===== config.mk =====
export PLATFORM = sky130hd
export DESIGN_NAME = sync_fifo_flags
export DESIGN_NICKNAME = d
export VERILOG_FILES = /design/src/rtl/sync_fifo_pkg.sv /design/src/rtl/sync_fifo_ram.sv /design/src/rtl/sync_fifo_flags.sv
export SDC_FILE = /design/constraint.sdc
export NUM_CORES = 1
export LEC_CHECK = 0
export BUFFER_PORTS_ARGS = -buffer_cell sky130_fd_sc_hd__buf_2
export CORE_UTILIZATION = 45
export CTS_CLUSTER_DIAMETER = 100
export CTS_CLUSTER_SIZE = 28
export DETAILED_ROUTE_END_ITERATION = 12
export GPL_TIMING_DRIVEN = 1
export HOLD_SLACK_MARGIN = 0.08
export SLEW_MARGIN = 0
export SYNTH_ARGS = -nofsm -noshare
export SYNTH_HDL_FRONTEND = slang
export SYNTH_SLANG_ARGS = --single-unit

===== constraint.sdc =====
create_clock -name clk -period 4.3 [get_ports clk]
set_input_delay 0.86 -clock clk [delete_from_list [all_inputs] [get_ports clk]]
set_output_delay 0.86 -clock clk [all_outputs]
set_load 0.005 [all_outputs]

===== src/rtl/sync_fifo_pkg.sv =====
// Shared types, defaults and the width helper for the sync_fifo_flags FIFO.
// Optional error flags are enabled by defining SYNC_FIFO_ERR_FLAGS_EN.
package sync_fifo_pkg;

   localparam int DEF_DATA_WIDTH = 8;
   localparam int DEF_DEPTH      = 8;

   typedef struct packed {
      logic full;
      logic empty;
      logic almost_full;
      logic almost_empty;
   } fifo_status_t;

   // Smallest r with 2**r >= n; returns 0 for n <= 1.
   function automatic int clog2_ceil(input int n);
      int r;
      r = 0;
      while ((1 << r) < n) r++;
      return r;
   endfunction

endpackage


===== src/rtl/sync_fifo_ram.sv =====
// DEPTH x DATA_WIDTH storage with one write port and a registered read port.
// Only the read-data register is reset; the array contents are not.
module sync_fifo_ram #(
   parameter int DATA_WIDTH = 8,
   parameter int DEPTH      = 8,
   parameter int AW         = 3
) (
   input  logic                  clk,
   input  logic                  rst_n,
   input  logic                  we,
   input  logic [AW-1:0]         waddr,
   input  logic [DATA_WIDTH-1:0] wdata,
   input  logic                  re,
   input  logic [AW-1:0]         raddr,
   output logic [DATA_WIDTH-1:0] rdata
);

   logic [DATA_WIDTH-1:0] mem [DEPTH];

   always_ff @(posedge clk) begin
      if (we) begin
         mem[waddr] <= wdata;
      end
   end

   always_ff @(posedge clk or negedge rst_n) begin
      if (!rst_n) begin
         rdata <= '0;
      end else if (re) begin
         rdata <= mem[raddr];
      end
   end

endmodule


===== src/rtl/sync_fifo_flags.sv =====
// Single-clock FIFO with occupancy count, almost flags, read-valid strobe and flush.
// Define SYNC_FIFO_ERR_FLAGS_EN to get sticky overflow/underflow flags.
module sync_fifo_flags
   import sync_fifo_pkg::*;
#(
   parameter int DATA_WIDTH = DEF_DATA_WIDTH,
   parameter int DEPTH      = DEF_DEPTH,
   parameter int AF_LEVEL   = DEPTH - 1,
   parameter int AE_LEVEL   = 1
) (
   input  logic                              clk,
   input  logic                              rst_n,
   input  logic                              clr,
   input  logic                              w_en,
   input  logic [DATA_WIDTH-1:0]             data_in,
   input  logic                              r_en,
   output logic [DATA_WIDTH-1:0]             data_out,
   output logic                              rd_valid,
   output logic                              full,
   output logic                              empty,
   output logic                              almost_full,
   output logic                              almost_empty,
   output logic [clog2_ceil(DEPTH+1)-1:0]    count,
   output logic                              overflow,
   output logic                              underflow
);

   localparam int CW = clog2_ceil(DEPTH + 1);
   localparam int PW = clog2_ceil(DEPTH);

   localparam logic [CW-1:0] DEPTH_C  = CW'(DEPTH);
   localparam logic [CW-1:0] AF_C     = CW'(AF_LEVEL);
   localparam logic [CW-1:0] AE_C     = CW'(AE_LEVEL);
   localparam logic [PW-1:0] LAST_PTR = PW'(DEPTH - 1);

   logic [PW-1:0] w_ptr_reg, w_ptr_next;
   logic [PW-1:0] r_ptr_reg, r_ptr_next;
   logic [CW-1:0] count_reg, count_next;
   logic          rd_valid_reg;
   logic          wr_acc, rd_acc;
   fifo_status_t  status;

   // Status is decoded from the registered count only, never from the requests.
   always_comb begin
      status.full         = (count_reg == DEPTH_C);
      status.empty        = (count_reg == '0);
      status.almost_full  = (count_reg >= AF_C);
      status.almost_empty = (count_reg <= AE_C);
   end

   assign full         = status.full;
   assign empty        = status.empty;
   assign almost_full  = status.almost_full;
   assign almost_empty = status.almost_empty;
   assign count        = count_reg;
   assign rd_valid     = rd_valid_reg;

   assign wr_acc = w_en & ~status.full  & ~clr;
   assign rd_acc = r_en & ~status.empty & ~clr;

   always_comb begin
      w_ptr_next = w_ptr_reg;
      r_ptr_next = r_ptr_reg;
      count_next = count_reg;
      if (clr) begin
         w_ptr_next = '0;
         r_ptr_next = '0;
         count_next = '0;
      end else begin
         if (wr_acc) begin
            w_ptr_next = (w_ptr_reg == LAST_PTR) ? '0 : w_ptr_reg + PW'(1);
         end
         if (rd_acc) begin
            r_ptr_next = (r_ptr_reg == LAST_PTR) ? '0 : r_ptr_reg + PW'(1);
         end
         if (wr_acc && !rd_acc) begin
            count_next = count_reg + CW'(1);
         end else if (rd_acc && !wr_acc) begin
            count_next = count_reg - CW'(1);
         end
      end
   end

   always_ff @(posedge clk or negedge rst_n) begin
      if (!rst_n) begin
         w_ptr_reg    <= '0;
         r_ptr_reg    <= '0;
         count_reg    <= '0;
         rd_valid_reg <= 1'b0;
      end else begin
         w_ptr_reg    <= w_ptr_next;
         r_ptr_reg    <= r_ptr_next;
         count_reg    <= count_next;
         rd_valid_reg <= rd_acc;
      end
   end

   sync_fifo_ram #(
      .DATA_WIDTH (DATA_WIDTH),
      .DEPTH      (DEPTH),
      .AW         (PW)
   ) u_ram (
      .clk   (clk),
      .rst_n (rst_n),
      .we    (wr_acc),
      .waddr (w_ptr_reg),
      .wdata (data_in),
      .re    (rd_acc),
      .raddr (r_ptr_reg),
      .rdata (data_out)
   );

`ifdef SYNC_FIFO_ERR_FLAGS_EN
   logic overflow_reg, underflow_reg;

   // Rejected requests are flagged on the raw request; a flush clears both.
   always_ff @(posedge clk or negedge rst_n) begin
      if (!rst_n) begin
         overflow_reg  <= 1'b0;
         underflow_reg <= 1'b0;
      end else if (clr) begin
         overflow_reg  <= 1'b0;
         underflow_reg <= 1'b0;
      end else begin
         if (w_en && status.full) begin
            overflow_reg <= 1'b1;
         end
         if (r_en && status.empty) begin
            underflow_reg <= 1'b1;
         end
      end
   end

   assign overflow  = overflow_reg;
   assign underflow = underflow_reg;
`else
   assign overflow  = 1'b0;
   assign underflow = 1'b0;
`endif

endmodule


Yosys cells after proc, flatten, opt, wreduce, memory -nomap -nowiden
Memories as Yosys holds them, arrays and structs flattened. A register that Yosys moved wholly into a read port is not among the register bits.
Cells that the tools add are included.
W data, S select, Z words.
{"block": "classes", "n_reduce_logical": 9, "n_mul": 0, "shift": 0, "muxes": 11, "n_eq_ne": 3, "bitwise": 7, "n_lt_le_gt_ge": 2, "div_mod_pow": 0, "add_sub_neg": 4}
{"op": "$mux W3", "n": 6}
{"op": "$mux W4", "n": 3}
{"op": "$add A3 B1 Y3 const B", "n": 2}
{"op": "$eq A3 B3 Y1 const B", "n": 2}
{"op": "$add A4 B1 Y4 const B", "n": 1}
{"op": "$and A1 B1 Y1", "n": 4}
{"op": "$eq A4 B4 Y1 const B", "n": 1}
{"op": "$ge A4 B3 Y1 const B", "n": 1}
{"op": "$le A4 B1 Y1 const B", "n": 1}
{"op": "$logic_not A4 Y1", "n": 1}
{"op": "$reduce_bool A2 Y1", "n": 2}
{"op": "$sub A4 B1 Y4 const B", "n": 1}
{"op": "$logic_not A1 Y1", "n": 3}
{"op": "$not A1 Y1", "n": 3}
{"op": "$reduce_bool A3 Y1", "n": 1}
{"op": "$logic_and A1 B1 Y1", "n": 2}
{"op": "$mux W1", "n": 2}
{"block": "totals", "reg_bits": 11, "rom_bits": 0, "mem_count": 1, "inputBits": 13, "output_inout_bits": 19, "ram_bits": 64, "latchBits": 0, "word_cells": 41}
{"memory": "u_ram.mem", "words": 8, "word_bits": 8, "read_ports": 1, "rd_clocked_by_memory_dff": 1, "wr": 1, "line": "sync_fifo_ram.sv:18", "text": "logic [DATA_WIDTH-1:0] mem [DEPTH];"}

Longest topological paths before layout
Gate-level depths: netlist of run 1.
{"block": "depth", "ltp_word": 9, "ltp_mapped": 7, "ltp_nobuf": 7}

Hierarchy
Synthesis of run 1 repeated with hierarchy kept, for this count alone.
{"block": "hier_totals", "hier_cells": 251, "area_unflattened_um2": 3614.7}
{"mod": "sync_fifo_ram", "instances": 1, "area_per_inst_um2": 2861.5, "cells_per_inst": 169}
{"mod": "sync_fifo_flags", "instances": 1, "area_per_inst_um2": 753.2, "cells_per_inst": 82}

Worst setup path before layout of run 1
No wires, ideal clock.
{"block": "synth_timing", "path_kind": "input-to-reg", "from": "input port w_en", "to": "memory u_ram.mem[0][0] (enable)", "path_buffers": 1, "arrival_time_ns": 2.150, "slack_ns": 1.767, "cell_stages": 5, "path_cell_list": "clkbuf_1 > inv_1 > nor3_1 > nand2b_1 > nor3_1"}
{"block": "synth_via", "elab_chain_cells": 4}
{"item": "from (decl)", "line": "sync_fifo_flags.sv:14", "text": "input logic w_en,"}
{"item": "$and A1 B1 Y1 (2 in a row)", "line": "sync_fifo_flags.sv:58", "text": "assign wr_acc = w_en & ~status.full & ~clr;"}
{"item": "$mux W1", "line": "sync_fifo_ram.sv:21", "text": "if (we) begin"}
{"item": "$mux W1 (implied by the code)", "line": "sync_fifo_ram.sv:22", "text": "mem[waddr] <= wdata;"}
{"item": "to (decl)", "line": "sync_fifo_ram.sv:18"}
Every way passes these cells.

Worst setup path after layout of run 1
{"block": "layout_timing", "from": "register count_reg[1] (netlist: count[1])", "to": "output port empty"}
{"block": "layout_via", "elab_chain_cells": 1}
{"item": "from (decl)", "line": "sync_fifo_flags.sv:38", "text": "logic [CW-1:0] count_reg, count_next;"}
{"item": "from (signal assigned)", "line": "sync_fifo_flags.sv:93", "text": "count_reg <= count_next;"}
{"item": "$logic_not A4 Y1", "line": "sync_fifo_flags.sv:46", "text": "status.empty = (count_reg == '0);"}
{"item": "to (decl)", "line": "sync_fifo_flags.sv:20", "text": "output logic empty,"}
Every way passes these cells.

==> summary.md, run 1 <==
| Metric | Value |
|---|---|
| Root Driver | clkbuf_8 |
| DR WL/cell | 18.49 µm |
| Final worst slack | 1.613 ns |
| Fmax | 372.1 MHz |
| Critical path required time | 3.44 ns |
| Place WS | 1.754 ns |
| Rows | 32 |
| Routability Congestion | 0.9118 |
| Max Cap Viol | 0 |
| Post-route DRC violation count | 0 |
| Initial DRC Count | 73 |
| Total Power | 2.065 mW |
| HPWL Detailed | 4.673 mm |
| Largest net degree at the start of global routing | 35 |
| Pwr Density | 520.2 nW/µm² |
| Post-CTS setup buffer count | 0 |
| Cts bufs inserted | 9 |
| Total Die Area | 8329 µm² |
| Nets@finish | 283 |
| Hold Path Class | primary input to async pin |
| Most frequent cells in the layout | edfxtp_1, mux2i_1, buf_2 |
| CTS tree | done |
| Fin cells | 369 |
| Leading cell type in the layout, fill and taps excluded | edfxtp_1 |
| Outcome | completed |
| Leakage | 1.454 nW |
| Crit share post-route | 62.49% |
| Fin crit period | 2.687 ns |
| Final hold viol count | 0 |
| Hold-fix buffers, CTS | 0 |
| Top delay family on crit path | flip-flops |
| Post-synth EDFFs | 64 |
| Max VDD drop | 0.0002586 V |
| Syn_area_per_cell | 15.46 µm² |
| Seq cells post-synth | 83 |
| H-tree Lvls | 3 |
| Crit. End Element | output port |
| Worst slew pin tran | 0.9416 ns |
| Fin util | 51.36% |
| Share of cells above drive strength 1 | 22.85% |
| Vias | 1,952 |
| Setup TNS | 0 ns |
| Peak per-stage delay on the critical path | 0.46 ns |
| Clock sinks | 83 |
| Global-route usage over all layers | 17.97% |
| Post-synth cell types | 41 |
| Buffers on Ports | 29 |
| Critical-path top delay cell | dfrtp_1 |
| Cell Chain, Critical Path | inv_1 > ha_1 > nor3b_1 > buf_2 |
| Pins Over Slew Limit | 0 |
| CP max FO | 8 |
| Placed cells | 353 |
| Clk_skew | 0.01393 ns |
| Vias in the first global route | 1,934 |
| Clock tree buffer depth | 2 |
| Synth Warn # | 0 |
| Max FFs per register | 64 |
| Clock Pin Slew Worst Setup and Hold Paths | 0.09 ns |
| Synth async-reset ratio | 22.89% |
| RSZ-0062 raised after global routing | no |
| Startpoint types | flop |
| Mapped Cells | 232 |
| Final wirelength | 6.823 mm |
| N_diodes | 0 |
| Die Y | 91.27 µm |
| Relative slew slack | 37.23% |
| Starting Density | 46.41% |
| Setup violators final | 0 |
| Number of buffers and inverters on the critical path | 2 |
| Die width | 91.27 µm |
| P&R area growth vs syn | 10.68% |
| Critical Path AT | 1.83 ns |
| Top_reg_cell synth | edfxtp_1 |
| Worst setup path class | flop to output port |
| Grt ovf | 0 |
| Top Ports | 32 |
| Initial antenna violation count | 0 |
| Clock Latency Late Sink | 0.35 ns |
| Post-detailed-route count of antenna-violating nets | 0 |
| Mapped cell area | 3586 µm² |
| Post_cts resized | 0 |
| Sequential area share after synthesis | 66.85% |
| Core ar. | 7727 µm² |
| First drt pass iteration count | 6 |
| First-pass GRT wire length | 10.74 mm |
| Vias/cell | 5.290 |
[metal layers]
metal	global-route usage [%]	wire length, µm	vias to the layer above
met1	24.99	3276	968
met2	27.84	3240	42
met5	0	0	-
li1	-	-	940
met4	3.968	34	0
met3	5.528	273	2
[final timing paths]
path | from | end | cells past startpoint | slack (ns)
worst max-delay path | count[1]$_DFFE_PN0P_ | empty | 4 | 1.61
worst min-delay path | rst_n | u_ram.rdata[2]$_DFFE_PN0P_ | 1 | 0.46
worst max register to register | count[1]$_DFFE_PN0P_ | u_ram.mem[6][5]$_DFFE_PP_ | 7 | 1.77
worst min register to register | u_ram.rdata[5]$_DFFE_PN0P_ | u_ram.rdata[5]$_DFFE_PN0P_ | 1 | 0.51
max in group asynchronous | rst_n | r_ptr_reg[1]$_DFFE_PN0P_ | 1 | 3.49
min in group clk | u_ram.rdata[5]$_DFFE_PN0P_ | u_ram.rdata[5]$_DFFE_PN0P_ | 1 | 0.51
[power breakdown]
part	total (mW)	switching [mW]	internal [mW]
clock network	0.511	0.281	0.230
registers	1.04	0.0978	0.942
logic	0.513	0.250	0.263
total	2.06	0.629	1.44
[cells by family (layout without fill, tap and decap cells)]
logic type	Yosys count	after routing	synth area share, %
adder cells (fa/ha/maj)	8	8	2.791
XOR/XNOR	2	2	0.8723
buffers and inverters	17	51	3.070
AO/OA/AOI/OAI	29	29	6.525
multiplexers	44	44	12.63
AND/OR/NAND/NOR	48	48	7.153
flip-flops	83	83	66.85
other	1	2	0.1046
[layout make-up]
type                            instances  area [µm²]
Fill cell                             655        3759
Clock buffer                           10       137.6
Inverter                                4       15.01
Tap cell                              102       127.6
Multi-Input combinational cell        133        1082
Sequential cell                        83        2399
Timing Repair Buffer                   31       160.2
Clock inverter                          6       47.55
[Yosys cell counts (2+ instances only)]
| cell | n | area [µm²] |
|---|---|---|
| a22o_1 | 8 | 70.07 |
| clkbuf_1 | 2 | 7.510 |
| mux2_2 | 8 | 90.09 |
| mux2_1 | 2 | 22.52 |
| buf_6 | 3 | 33.78 |
| nor2b_1 | 4 | 25.02 |
| edfxtp_1 | 64 | 1922 |
| mux2i_1 | 34 | 340.3 |
| buf_1 | 3 | 11.26 |
| ha_1 | 8 | 100.1 |
| nor2_1 | 15 | 56.30 |
| nand2b_1 | 3 | 18.77 |
| inv_1 | 4 | 15.01 |
| a21oi_1 | 5 | 25.02 |
| nand3_1 | 2 | 10.01 |
| a221oi_1 | 9 | 78.83 |
| dfrtp_1 | 19 | 475.5 |
| buf_4 | 3 | 22.52 |
| nand2_1 | 10 | 37.54 |
| nor3_1 | 5 | 25.02 |
[worst reg2reg max path: cells and delay by family, from the launching register on]
kind | cells | cell delay [ns]
adder cells (fa/ha/maj) | 1 | 0.31
buffers and inverters | 2 | 0.22
flip-flops | 1 | 0.47
AND/OR/NAND/NOR | 4 | 1.17
[metrics by stage]
step	instance area [µm²]	hold WS [ns]
CTS	3969	0.4585
detailed placement	3784	0.4828
floorplan	3590	0.4828
global route	3969	0.4749
global placement	3784	0.4671
finish	3969	0.4554
Power figures use the tool's default switching activity.
==> run 2: changes to the inputs <==
--- a/config.mk
+++ b/config.mk
@@ -12,6 +12,7 @@
 export DETAILED_ROUTE_END_ITERATION = 12
 export GPL_TIMING_DRIVEN = 1
 export HOLD_SLACK_MARGIN = 0.08
+export PLACE_DENSITY = 0.65
 export SLEW_MARGIN = 0
 export SYNTH_ARGS = -nofsm -noshare
 export SYNTH_HDL_FRONTEND = slang
==> constraint.sdc (replaced) <==
create_clock -name clk -period 2.4 [get_ports clk]
set_input_delay 0.48 -clock clk [delete_from_list [all_inputs] [get_ports clk]]
set_output_delay 0.48 -clock clk [all_outputs]
set_load 0.005 [all_outputs]
==> summary.md, run 2 (same netlist as run 1, synthesis figures left out) <==
| Metric | Value |
|---|---|
| Cell Chain, Critical Path | inv_1 > ha_2 > nor3b_1 > buf_2 |
| Grt met3 use | 3.350% |
| Routability Congestion | 0.8091 |
| Largest net degree at the start of global routing | 20 |
| Layout fillers | 624 |
| Setup violators final | 0 |
| Post-CTS setup buffer count | 0 |
| Max VDD drop | 0.0003742 V |
| Fin crit period | 2.206 ns |
| Crit. End Element | output port |
| Buffers on Ports | 29 |
| Pwr Density | 934.3 nW/µm² |
| Post-route DRC violation count | 0 |
| Most frequent cells in the layout | edfxtp_1, mux2i_1, buf_2 |
| Pins Over Slew Limit | 0 |
| Starting Density | 46.41% |
| Cts bufs inserted | 9 |
| Vias/cell | 5.221 |
| Busiest layer in global routing | met2 |
| Die width | 91.27 µm |
| Core ar. | 7727 µm² |
| Placed cells | 363 |
| Peak per-stage delay on the critical path | 0.46 ns |
| First drt pass iteration count | 6 |
| Final worst slack | 0.1941 ns |
| Leakage | 1.521 nW |
| Relative slew slack | 62.16% |
| Share of cells above drive strength 1 | 26.26% |
| Final wirelength | 6.976 mm |
| Clock Pin Slew Worst Setup and Hold Paths | 0.09 ns |
| Max Cap Viol | 0 |
| Nets@finish | 294 |
| Clock tree buffer depth | 2 |
| DR WL/cell | 18.36 µm |
| Clock Latency Late Sink | 0.35 ns |
| Root Driver | clkbuf_8 |
| Place WS | 0.1349 ns |
| CTS tree | done |
| Startpoint types | flop |
| N_diodes | 0 |
| Initial antenna violation count | 0 |
| Die Y | 91.27 µm |
| Fin cells | 380 |
| Critical Path AT | 1.73 ns |
| HPWL Detailed | 4.926 mm |
| Leading cell type in the layout, fill and taps excluded | edfxtp_1 |
| Critical-path top delay cell | dfrtp_1 |
| Total Die Area | 8329 µm² |
| Top delay family on crit path | flip-flops |
| Rows | 32 |
| Worst slew pin tran | 0.5664 ns |
| Setup slack, reg-to-reg | 0.34 ns |
| Vias | 1,984 |
| Worst setup path class | flop to output port |
| P&R area growth vs syn | 13.89% |
| Met2 Use GR | 28.54% |
| Grt ovf | 0 |
| Top Ports | 32 |
| Setup TNS | 0 ns |
| CP max FO | 8 |
| H-tree Lvls | 3 |
| Critical path required time | 1.92 ns |
| Global-route usage over all layers | 18.49% |
| Clock sinks | 83 |
| Final hold viol count | 0 |
| Initial DRC Count | 156 |
| RSZ-0062 raised after global routing | no |
| Grt met1 use | 25.80% |
| Post-detailed-route count of antenna-violating nets | 0 |
| Clk_skew | 0.01004 ns |
| Crit share post-route | 91.91% |
| Number of buffers and inverters on the critical path | 2 |
| First-pass GRT wire length | 11.08 mm |
| Fin util | 52.85% |
| Max FFs per register | 64 |
| Fmax | 453.3 MHz |
| Outcome | completed |
| Vias in the first global route | 1,963 |
| Hold Path Class | primary input to flop |
-- run 2: cell types whose count changed in the layout (fill, tap and decap cells not counted) --
cell / before / now
nor3_1: 5 / 4
clkinv_2: 1 / 0
clkbuf_8: 10 / 9
ha_1: 8 / 7
buf_4: 2 / 12
inv_8: 0 / 1
nor3_2: 0 / 1
bufinv_16: 0 / 1
dlygate4sd3_1: 0 / 1
ha_2: 0 / 1
-- run 2: what timing repair did --
item	4_1_cts	5_1_grt
endpoints found under the hold margin	19	0
setup endpoints to repair	0	34
hold buffers	1	0
resized for setup	0	2
-- run 2: worst paths after layout --
check	start	to	cells after the start
worst max-delay path	count[1]$_DFFE_PN0P_	empty	4
worst min-delay path	data_in[0]	u_ram.mem[5][0]$_DFFE_PP_	1
worst max register to register	count[1]$_DFFE_PN0P_	u_ram.mem[1][2]$_DFFE_PP_	8
worst min register to register	u_ram.rdata[3]$_DFFE_PN0P_	u_ram.rdata[3]$_DFFE_PN0P_	1
max in group asynchronous	rst_n	r_ptr_reg[1]$_DFFE_PN0P_	2
min in group asynchronous	rst_n	count[3]$_DFFE_PN0P_	2
-- run 2: worst reg2reg max path, cell delays in order, from the launching register on --
cell and delay (ns):
dfrtp_1 0.47, inv_1 0.15, ha_2 0.25, nand3b_4 0.13, inv_1 0.09, nor3_2 0.18, nand2_1 0.15, nor3_1 0.16
buf_4 0.20
-- run 2: report_power, final --
part | internal [mW] | total (mW) | switching, mW | leakage [nW]
registers | 1.69 | 1.82 | 0.133 | 0.818
clock network | 0.499 | 1.03 | 0.532 | 0.102
logic | 0.488 | 0.963 | 0.476 | 0.601
total | 2.67 | 3.82 | 1.14 | 1.52
-- run 2: per-stage QoR --
| stage | hold slack [ns] | area [µm²] | power [mW] |
|---|---|---|---|
| global placement | 0.4442 | 3859 | 2.798 |
| detailed placement | 0.4559 | 3859 | 2.814 |
| floorplan | 0.1844 | 3590 | 2.519 |
| global route | 0.4417 | 4084 | 4.019 |
| finish | 0.4268 | 4084 | 3.815 |
| CTS | 0.4322 | 4076 | 3.844 |
-- run 2: metal layers --
| layer | share of wire [%] | vias up |
|---|---|---|
| met5 | 0 | - |
| met2 | 48 | 46 |
| met1 | 47 | 966 |
| met3 | 3.5 | 7 |
| met4 | 1.2 | 0 |
| li1 | - | 965 |
-- run 2: final cells by class --
| type | count | area (µm²) | share of cell area, % |
|---|---|---|---|
| clock inverters | 7 | 83.83 | 2.053 |
| clock buffers | 9 | 123.9 | 3.033 |
| repair buffers | 42 | 245.2 | 6.005 |
| multi-input cells | 133 | 1090 | 26.69 |
| well taps | 102 | 127.6 | 3.125 |
| flip-flops and latches | 83 | 2399 | 58.73 |
| inverters | 4 | 15.01 | 0.3676 |
==> run 3: changes to the inputs <==
--- a/config.mk
+++ b/config.mk
@@ -12,7 +12,6 @@
 export DETAILED_ROUTE_END_ITERATION = 12
 export GPL_TIMING_DRIVEN = 1
 export HOLD_SLACK_MARGIN = 0.08
-export PLACE_DENSITY = 0.65
 export SLEW_MARGIN = 0
 export SYNTH_ARGS = -nofsm -noshare
 export SYNTH_HDL_FRONTEND = slang
==> constraint.sdc (replaced) <==
create_clock -name clk -period 2.6 [get_ports clk]
set_input_delay 0.52 -clock clk [delete_from_list [all_inputs] [get_ports clk]]
set_output_delay 0.52 -clock clk [all_outputs]
set_load 0.005 [all_outputs]
==> summary.md, run 3 (same netlist as run 1, synthesis figures left out) <==
| Metric | Value |
|---|---|
| Outcome | completed |
| Setup slack, reg-to-reg | 0.43 ns |
| Buffers on Ports | 29 |
| Vias/cell | 5.339 |
| Starting Density | 46.41% |
| Clk_skew | 0.007323 ns |
| Max FFs per register | 64 |
| Total Die Area | 8329 µm² |
| Final wirelength | 6.566 mm |
| Hold Path Class | primary input to async pin |
| Die width | 91.27 µm |
| Initial DRC Count | 101 |
| Largest net degree at the start of global routing | 35 |
| Total Power | 3.472 mW |
| Post-CTS setup buffer count | 0 |
| Critical path required time | 2.08 ns |
| Leakage | 1.489 nW |
| Grt met3 use | 3.769% |
| Met2 Use GR | 24.37% |
| Busiest layer in global routing | met1 |
| Fmax | 437.2 MHz |
| Post-route DRC violation count | 0 |
| Root Driver | clkbuf_8 |
| Worst slew pin tran | 0.9682 ns |
| R2R depth | 8 |
| Startpoint types | flop |
| Die Y | 91.27 µm |
| Pins Over Slew Limit | 0 |
| Hold-fix buffers, CTS | 0 |
| Clock Pin Slew Worst Setup and Hold Paths | 0.08 ns |
| Max Cap Viol | 0 |
| Max VDD drop | 0.0003152 V |
| Top Ports | 32 |
| Fin crit period | 2.287 ns |
| Vias in the first global route | 1,989 |
| Reg2reg end | u_ram.mem[0][5]$_DFFE_PP_ |
| Initial antenna violation count | 0 |
| Nets@finish | 289 |
| Crit. End Element | output port |
| Setup TNS | 0 ns |
| Share of cells above drive strength 1 | 23.44% |
| N_diodes | 0 |
| P&R area growth vs syn | 12.21% |
| Relative slew slack | 35.45% |
| Rows | 32 |
| RSZ-0062 raised after global routing | no |
| Worst hold slack | 0.1233 ns |
| DR WL/cell | 17.51 µm |
| Worst setup path class | flop to output port |
| Clock sinks | 83 |
| Core ar. | 7727 µm² |
| First-pass GRT wire length | 10.72 mm |
| First drt pass iteration count | 4 |
| Cts bufs inserted | 9 |
| RR Startpoint | count[1]$_DFFE_PN0P_ |
| Crit share post-route | 87.98% |
| Final hold viol count | 0 |
| Global-route usage over all layers | 17.46% |
| Leading cell type in the layout, fill and taps excluded | edfxtp_1 |
| Setup violators final | 0 |
| HPWL Detailed | 4.319 mm |
| Vias | 2,002 |
| Clock Latency Late Sink | 0.34 ns |
| H-tree Lvls | 3 |
| Clock tree buffer depth | 2 |
| CP max FO | 8 |
| Critical Path AT | 1.77 ns |
| Grt ovf | 0 |
| CTS tree | done |
| Pwr Density | 862.9 nW/µm² |
| Post_cts resized | 0 |
| Most frequent cells in the layout | edfxtp_1, mux2i_1, buf_2 |
| Routability Congestion | 0.8081 |
| Post-detailed-route count of antenna-violating nets | 0 |
| Grt met1 use | 26.19% |
## run 3: layout make-up
cell class / count / area [µm²]
clock buffer: 12 / 145.1
clock inverter: 4 / 50.05
fill: 632 / 3704
inverter: 4 / 15.01
multi-input combinational: 133 / 1082
sequential: 83 / 2399
tap: 102 / 127.6
timing repair buffer: 37 / 205.2
## run 3: worst max-delay path by stage
stage	slack [ns]	from	to	cells past startpoint
global placement	0.51	count[1]$_DFFE_PN0P_	u_ram.mem[0][1]$_DFFE_PP_	8
finish	0.31	count[1]$_DFFE_PN0P_	empty	4
floorplan	0.28	count[1]$_DFFE_PN0P_	u_ram.mem[0][0]$_DFFE_PP_	7
global route	0.19	count[1]$_DFFE_PN0P_	empty	4
CTS	0.31	count[1]$_DFFE_PN0P_	empty	4
detailed placement	0.44	count[1]$_DFFE_PN0P_	u_ram.mem[0][1]$_DFFE_PP_	8
## run 3: stage by stage
| stage | setup WS [ns] | cell area [µm²] | instances | utilization (%) |
|---|---|---|---|---|
| floorplan | 0.2794 | 3590 | 233 | - |
| global placement | 0.5145 | 3829 | 359 | 49.55 |
| detailed placement | 0.4351 | 3829 | 359 | 49.55 |
| CTS | 0.3051 | 4024 | 375 | 52.07 |
| global route | 0.1919 | 4024 | 375 | 52.07 |
| finish | 0.3126 | 4024 | 375 | 52.07 |
## run 3: critical path: stages (launching register included)
cell and delay (ns):
dfrtp_1 0.46, inv_1 0.16, ha_1 0.31, nor3b_1 0.30, buf_2 0.18
## run 3: metal layers
metal	routed length, µm	part of all wire (%)
met3	192	2.9
met2	2839	43
met1	3456	53
met5	0	0
met4	77	1.2
## run 3: where the power goes
group          switching (mW)  total (mW)  internal (mW)
Clock                   0.455       0.927          0.472
Combinational           0.392       0.827          0.435
Sequential              0.161        1.72           1.56
Total                    1.01        3.47           2.46
